--- config.mk ---
export PLATFORM = sky130hd
export DESIGN_NAME = seg_scan_ctrl_flat
export DESIGN_NICKNAME = d
export VERILOG_FILES = /design/src/rtl/seg_scan_if.sv /design/src/rtl/seg_scan_ctrl.sv /design/src/flat_wrapper.sv
export SDC_FILE = /design/constraint.sdc
export NUM_CORES = 1
export LEC_CHECK = 0
export ABC_AREA = 1
export ABC_CLOCK_PERIOD_IN_PS = 3300
export CAP_MARGIN = 5
export CORE_MARGIN = 4
export CORE_UTILIZATION = 40
export CTS_CLUSTER_DIAMETER = 50
export DETAILED_ROUTE_END_ITERATION = 8
export GPL_TIMING_DRIVEN = 0
export PLACE_DENSITY_LB_ADDON = 0.12
export REMOVE_ABC_BUFFERS = 1
export SLEW_MARGIN = 30
export SYNTH_ARGS = -nofsm -noshare
export SYNTH_HDL_FRONTEND = slang
export SYNTH_SLANG_ARGS = --single-unit
--- constraint.sdc ---
create_clock -name clk -period 3.3 [get_ports clk]
set_input_delay 0.99 -clock clk [delete_from_list [all_inputs] [get_ports clk]]
set_output_delay 0.99 -clock clk [all_outputs]
set_load 0.03 [all_outputs]
--- src/rtl/seg_scan_if.sv ---
// Bundle of display-value, control and shared-decoder signals between the
// numeric datapath/decoder side (master) and the scan controller (slave).
interface seg_scan_if #(
  parameter int NUM_DIGITS = 4
);
  logic                    en;
  logic                    load;
  logic [4*NUM_DIGITS-1:0] bcd_in;
  logic                    lz_blank;
  logic [3:0]              dec_bcd;
  logic [6:0]              dec_seg;
  logic [6:0]              seg_out;
  logic [NUM_DIGITS-1:0]   dig_en;
  logic                    frame_done;

  modport master (
    output en, load, bcd_in, lz_blank, dec_seg,
    input  dec_bcd, seg_out, dig_en, frame_done
  );

  modport slave (
    input  en, load, bcd_in, lz_blank, dec_seg,
    output dec_bcd, seg_out, dig_en, frame_done
  );
endinterface

--- src/rtl/seg_scan_ctrl.sv ---
// Multiplexed 7-segment scan controller: shares one BCD decoder across
// NUM_DIGITS common-anode digits with blanking gaps and leading-zero blanking.
module seg_scan_ctrl #(
  parameter int NUM_DIGITS      = 4,
  parameter int TICKS_PER_DIGIT = 1000,
  parameter int BLANK_CYCLES    = 2
) (
  input  logic      clk,
  input  logic      rst_n,
  seg_scan_if.slave bus
);
  localparam int CntMax = (TICKS_PER_DIGIT > BLANK_CYCLES) ? TICKS_PER_DIGIT : BLANK_CYCLES;
  localparam int TickW  = (CntMax > 1) ? $clog2(CntMax) : 1;
  localparam int IdxW   = (NUM_DIGITS > 1) ? $clog2(NUM_DIGITS) : 1;
  localparam logic [6:0] SegDark = 7'h7F;

  typedef enum logic [1:0] {IDLE, BLANK, DRIVE} stateT;

  stateT                   state, stateNext;
  logic [IdxW-1:0]         idx, idxNext;
  logic [TickW-1:0]        tick, tickNext;
  logic [4*NUM_DIGITS-1:0] pending, shadow, shadowNext;
  logic                    lzLatch, lzNext;
  logic [3:0]              decBcd, decBcdNext;
  logic [6:0]              segOut, segNext;
  logic [NUM_DIGITS-1:0]   digEn, digEnNext;
  logic                    frameDone, frameDoneNext;
  logic                    frameStart;
  logic [NUM_DIGITS-1:0]   suppress;

  // A digit is blanked when it and every more-significant nibble are zero.
  always_comb begin
    logic allZero;
    suppress = '0;
    allZero  = 1'b1;
    for (int k = NUM_DIGITS - 1; k >= 1; k--) begin
      allZero     = allZero && (shadow[4*k +: 4] == 4'd0);
      suppress[k] = lzLatch && allZero;
    end
  end

  always_comb begin
    // NOTE: every output of this block gets a default first, so no path can
    // leave a variable unassigned and infer a latch.
    stateNext     = state;
    idxNext       = idx;
    tickNext      = tick;
    decBcdNext    = decBcd;
    segNext       = segOut;
    digEnNext     = digEn;
    frameDoneNext = 1'b0;
    frameStart    = 1'b0;

    case (state)
      IDLE: begin
        digEnNext = '0;
        segNext   = SegDark;
        if (bus.en) begin
          stateNext  = BLANK;
          idxNext    = '0;
          tickNext   = '0;
          frameStart = 1'b1;
        end
      end
      BLANK: begin
        digEnNext = '0;
        segNext   = SegDark;
        if (tick == TickW'(BLANK_CYCLES - 1)) begin
          stateNext      = DRIVE;
          tickNext       = '0;
          digEnNext[idx] = 1'b1;
          segNext        = suppress[idx] ? SegDark : bus.dec_seg;
        end else begin
          tickNext = tick + 1'b1;
        end
      end
      DRIVE: begin
        if (tick == TickW'(TICKS_PER_DIGIT - 1)) begin
          stateNext = BLANK;
          tickNext  = '0;
          digEnNext = '0;
          segNext   = SegDark;
          if (idx == IdxW'(NUM_DIGITS - 1)) begin
            idxNext       = '0;
            frameStart    = 1'b1;
            frameDoneNext = 1'b1;
          end else begin
            idxNext = idx + 1'b1;
          end
        end else begin
          tickNext = tick + 1'b1;
        end
      end
      default: stateNext = IDLE;
    endcase

    if (!bus.en) begin
      stateNext     = IDLE;
      idxNext       = '0;
      tickNext      = '0;
      digEnNext     = '0;
      segNext       = SegDark;
      frameDoneNext = 1'b0;
      frameStart    = 1'b0;
    end

    // A load in the frame-start cycle itself bypasses the pending register.
    shadowNext = frameStart ? (bus.load ? bus.bcd_in : pending) : shadow;
    lzNext     = frameStart ? bus.lz_blank : lzLatch;

    // Present the nibble on BLANK entry so dec_seg has settled by its last cycle.
    if (stateNext == BLANK && state != BLANK) begin
      decBcdNext = shadowNext[{idxNext, 2'b00} +: 4];
    end
  end

  always_ff @(posedge clk or negedge rst_n) begin
    if (!rst_n) begin
      state     <= IDLE;
      idx       <= '0;
      tick      <= '0;
      pending   <= '0;
      shadow    <= '0;
      lzLatch   <= 1'b0;
      decBcd    <= 4'd0;
      segOut    <= SegDark;
      digEn     <= '0;
      frameDone <= 1'b0;
    end else begin
      // NOTE: non-blocking assignments let every register see pre-edge values,
      // matching real flop behaviour regardless of statement order.
      state     <= stateNext;
      idx       <= idxNext;
      tick      <= tickNext;
      pending   <= bus.load ? bus.bcd_in : pending;
      shadow    <= shadowNext;
      lzLatch   <= lzNext;
      decBcd    <= decBcdNext;
      segOut    <= segNext;
      digEn     <= digEnNext;
      frameDone <= frameDoneNext;
    end
  end

  assign bus.dec_bcd    = decBcd;
  assign bus.seg_out    = segOut;
  assign bus.dig_en     = digEn;
  assign bus.frame_done = frameDone;
endmodule
--- src/flat_wrapper.sv ---
// flat-port wrapper written by rule: the top's interface ports become plain ports
module seg_scan_ctrl_flat 
#(
  parameter int NUM_DIGITS      = 4,
  parameter int TICKS_PER_DIGIT = 1000,
  parameter int BLANK_CYCLES    = 2
)
  (clk, rst_n, bus_en, bus_load, bus_bcd_in, bus_lz_blank, bus_dec_seg, bus_dec_bcd, bus_seg_out, bus_dig_en, bus_frame_done);
  seg_scan_if #(.NUM_DIGITS(NUM_DIGITS)) bus_i ();
  input  logic clk;
  input  logic rst_n;
  input wire logic [$bits(bus_i.en)-1:0] bus_en;
  input wire logic [$bits(bus_i.load)-1:0] bus_load;
  input wire logic [$bits(bus_i.bcd_in)-1:0] bus_bcd_in;
  input wire logic [$bits(bus_i.lz_blank)-1:0] bus_lz_blank;
  input wire logic [$bits(bus_i.dec_seg)-1:0] bus_dec_seg;
  output wire logic [$bits(bus_i.dec_bcd)-1:0] bus_dec_bcd;
  output wire logic [$bits(bus_i.seg_out)-1:0] bus_seg_out;
  output wire logic [$bits(bus_i.dig_en)-1:0] bus_dig_en;
  output wire logic [$bits(bus_i.frame_done)-1:0] bus_frame_done;
  assign bus_i.en = bus_en;
  assign bus_i.load = bus_load;
  assign bus_i.bcd_in = bus_bcd_in;
  assign bus_i.lz_blank = bus_lz_blank;
  assign bus_i.dec_seg = bus_dec_seg;
  assign bus_dec_bcd = bus_i.dec_bcd;
  assign bus_seg_out = bus_i.seg_out;
  assign bus_dig_en = bus_i.dig_en;
  assign bus_frame_done = bus_i.frame_done;
  seg_scan_ctrl #(.NUM_DIGITS(NUM_DIGITS), .TICKS_PER_DIGIT(TICKS_PER_DIGIT), .BLANK_CYCLES(BLANK_CYCLES)) u_core (.clk(clk), .rst_n(rst_n), .bus(bus_i));
endmodule
==> run_results.csv <==
group,metric,value,unit
status,status,"completed",
global_routing,antenna_found_initial,0,
setup_path,cp-endpoint,"u_core.bus.dec_bcd[1]",
route,met2_length,3.10,mm
pwr,max-vdd-ir-drop,0.000248,V
floorplan,ioPinCount,44,
route,vias,2686,
clocking,clockBufferDepth,2,
synthesis,synth_area_leaders,"dfrtp_1, nand2_1, inv_1",
timing,finClkSkew,0.00873,ns
final_layout,postLayoutCellArea,4040,sq um
setup_path,worstReg2RegStart,"u_core.state[0]",
synthesis,synth-simple-area-share,29.7,%
final_layout,seqCellArea,1590,sq um
setup_path,reg2reg_to,"u_core.bus.dig_en[1]",
route,first_iter_violations,106,
setup_path,worst_path_max_delay_cell,"clkdlybuf4s50_1",
pwr,power.internal,1.24,mW
floorplan,die_h,99.6,um
floorplan,rows,33,
synthesis,yosysWarnings,0,
clocking,ctsHtreeMaxLevel,3,
clocking,cts_sinks,63,
synthesis,synth.area.mux_share,0.298,%
synthesis,synth_edf_count,0,
timing,rsz0062_at_grt,"no",
setup_path,worstSetupPathType,"primary input to flip-flop",
timing,setup_slack,0.340,ns
route,routed_wl,6.86,mm
setup_path,cp.depth,10,
clocking,clock_latency,0.34,ns
pwr,powerDensity,425,nW/um^2
setup_path,r2r_cells,8,
final_layout,diodes,0,
timing,tightest_slew,0.692,ns
synthesis,synth_top_family_by_area,"simple AND/OR/NAND/NOR gates",
final_layout,fin_util,49.5,%
place,pre_cts_slack,-0.128,ns
timing,period_share,89.7,%
timing,fmax,0.338,GHz
setup_path,path_buf_inv,1,
floorplan,start_util,41.1,%
synthesis,synth_commonest_cells,"nand2_1, inv_1, dfrtp_1",
setup_path,cp.arrival,3.19,ns
clocking,cts_root_buf,"clkbuf_8",
flow_run,max_cap_viol_count,0,
place,gp_congestion,0.758,
synthesis,ys_seq_area_share,47.2,%
setup_path,cp_cell_sequence,"clkdlybuf4s50_1 -> nand2_1 -> nand2_4 -> nand2_1 -> nand2_1 -> nand2_1 -> nand3_1 -> nand2_1 -> nand2_1 -> nand2_1",
pwr,p_leak,2.00,nW
route,routedLengthMet1,3.38,mm
floorplan,die_width,99.6,um
clocking,cts.clk_slew.worst_paths,0.06,ns
route,route.detailed.drc,0,
timing,final_hold_viol_count,0,
synthesis,synthCells,425,
setup_path,endpoint_kind,"flip-flop",
final_layout,nNetsFinal,508,
floorplan,die_area,9930,sq um
synthesis,synth_fa_ha_area_share,3.73,%
synthesis,synth-compound-area-share,7.86,%
synthesis,synthArstFlopShare,100,%
timing,finalSetupViolations,0,
synthesis,ys.flop_type,"dfrtp_1",
route,wl_met3,255,um
synthesis,syn_area_per_cell,7.90,sq um
setup_path,cpMostUsedCell,"nand2_1",
setup_path,cp-startpoint,"bus_en",
timing,final_max_slew_viol_count,0,
synthesis,synth_xor_area_share,0.522,%
global_routing,grt_remaining_overflow,0,
setup_path,start_kind,"primary input",
pwr,sw_frac_of_total,28.0,%
setup_path,cp_top_family,"simple AND/OR/NAND/NOR gates",
setup_path,crit_fanout,18,
synthesis,synth_top_cell_area_share,41.7,%
synthesis,synth_cell_type_count,38,
setup_path,cpPeakStageDelay,0.77,ns
timing,finalCriticalPeriod,2.96,ns
clocking,cts_made_buffers,9,
clocking,cts_setup_buffers,0,
pwr,switchingPower,0.482,mW
global_routing,grt_pass1_vias,2595,
clocking,ctsResizeCount,0,
global_routing,track_usage,15.3,%
global_routing,grt_pass1_wl,12.2,mm
synthesis,netlist_area,3360,sq um
synthesis,synth_top_area_cell,"dfrtp_1",
floorplan,coreArea,8180,sq um
timing,relSlewSlack,53.7,%
final_layout,multiInputGateArea,1420,sq um
pwr,p_clk_share,32.8,%
synthesis,post-synth-top-count-cell,"nand2_1",
place,port_buffers,43,
final_layout,drive_gt1_share,10.1,%
route,top_layer,"met4",
route,drt-wirelength-per-cell,11.8,um
setup_path,cp.required,3.53,ns
pwr,power_frac_comb,16.8,%
place,place_area,3880,sq um
synthesis,synth_seq_cells,63,
global_routing,grt_max_degree,43,
clocking,cts_tree,"done",
worst_hold_path,min_path_type,"flip-flop to flip-flop",
route,first_pass_iters,4,
pwr,sequentialPowerShare,50.4,%
place,dp_hpwl,4.94,mm
route,via_per_inst,4.64,
final_layout,fillers,830,
route,ant_nets,0,
clocking,hold_buffers,0,
setup_path,r2r_setup_slack,0.87,ns
final_layout,areaGrowthSynthToFinish,20.4,%
## state kept, by name, indices dropped and copies added (netlist names)
name / cells
u_core.bus.dec_bcd: 4
u_core.bus.dig_en: 4
u_core.bus.frame_done: 1
u_core.bus.seg_out: 7
u_core.idx: 2
u_core.lzLatch: 1
u_core.pending: 16
u_core.shadow: 16
u_core.state: 2
u_core.tick: 10
## logic make-up (layout without fill, tap and decap cells)
kind of cell             Yosys count  after routing
XOR/XNOR                           2              2
AND/OR/NAND/NOR                  211            211
flip-flops                        63             63
AO/OA/AOI/OAI                     47             47
buffers and inverters             91            140
adder cells (fa/ha/maj)           10             10
multiplexers                       1              1
## stage by stage
stage	setup TNS (ns)	total power [mW]	hold WS [ns]	instances
floorplan	0	1.05	0.459	415
global placement	-51.90	1.17	0.469	563
detailed placement	-1.22	1.17	0.469	564
CTS	0	1.75	0.489	579
global route	0	1.82	0.510	579
finish	0	1.72	0.488	579
## worst min-delay path: stages, from the launching register on
cell and delay [ns]:
dfrtp_1 0.35, nand2_1 0.06, nand2_1 0.05
## power by group through the flow
stage,combinational (mW),sequential [mW],clock [mW]
after detailed placement,0.293,0.880,0
after CTS,0.295,0.866,0.589
after global placement,0.287,0.879,0
final,0.289,0.866,0.564
after global routing,0.331,0.874,0.618
after floorplan,0.145,0.902,0
## how the worst min path moves through the flow
stage / from / endpoint / slack, ns / cells past startpoint
floorplan: u_core.pending[0] / u_core.pending[0] / 0.46 / 2
global placement: u_core.bus.dig_en[1] / u_core.bus.dig_en[1] / 0.47 / 2
detailed placement: u_core.bus.dec_bcd[3] / u_core.bus.dec_bcd[3] / 0.47 / 2
CTS: u_core.bus.dig_en[2] / u_core.bus.dig_en[2] / 0.49 / 2
global route: u_core.bus.dig_en[3] / u_core.bus.dig_en[3] / 0.51 / 2
finish: u_core.bus.dig_en[2] / u_core.bus.dig_en[2] / 0.49 / 2
## layout make-up
type | count | area share [%]
clock buffer | 10 | 3.40
tap | 105 | 3.25
sequential | 63 | 39.2
timing repair buffer | 44 | 11.0
inverter | 81 | 7.52
multi-input combinational | 271 | 35.1
clock inverter | 5 | 0.619
## layout by cell type, fill, tap and decap left out, types with 2 or more instances in the layout
cell type | Yosys | final
dfrtp_1 | 56 | 56
clkinv_2 | 0 | 5
nor3_1 | 5 | 5
nor2_4 | 3 | 3
nand3b_1 | 10 | 10
inv_1 | 77 | 77
nor2_1 | 30 | 30
nor4_1 | 2 | 2
clkdlybuf4s50_1 | 0 | 41
nand2_4 | 2 | 2
and3_1 | 2 | 2
dfstp_2 | 7 | 7
nand3_4 | 2 | 2
xor2_1 | 2 | 2
nand3_2 | 1 | 2
o21ai_1 | 2 | 2
nand2_1 | 112 | 112
nand2_2 | 6 | 6
o21ai_0 | 22 | 22
nand3_1 | 32 | 31
clkbuf_8 | 0 | 10
ha_1 | 10 | 10
nand4_1 | 2 | 2
a21oi_1 | 15 | 15
inv_2 | 3 | 3
## per-layer routing
metal / global-route usage, % / vias up
met2: 23.2 / 41
met1: 20.9 / 1233
met3: 3.30 / 10
li1: - / 1402
met4: 7.35 / 0
met5: 0 / -
(Power assumes the default switching activity.)
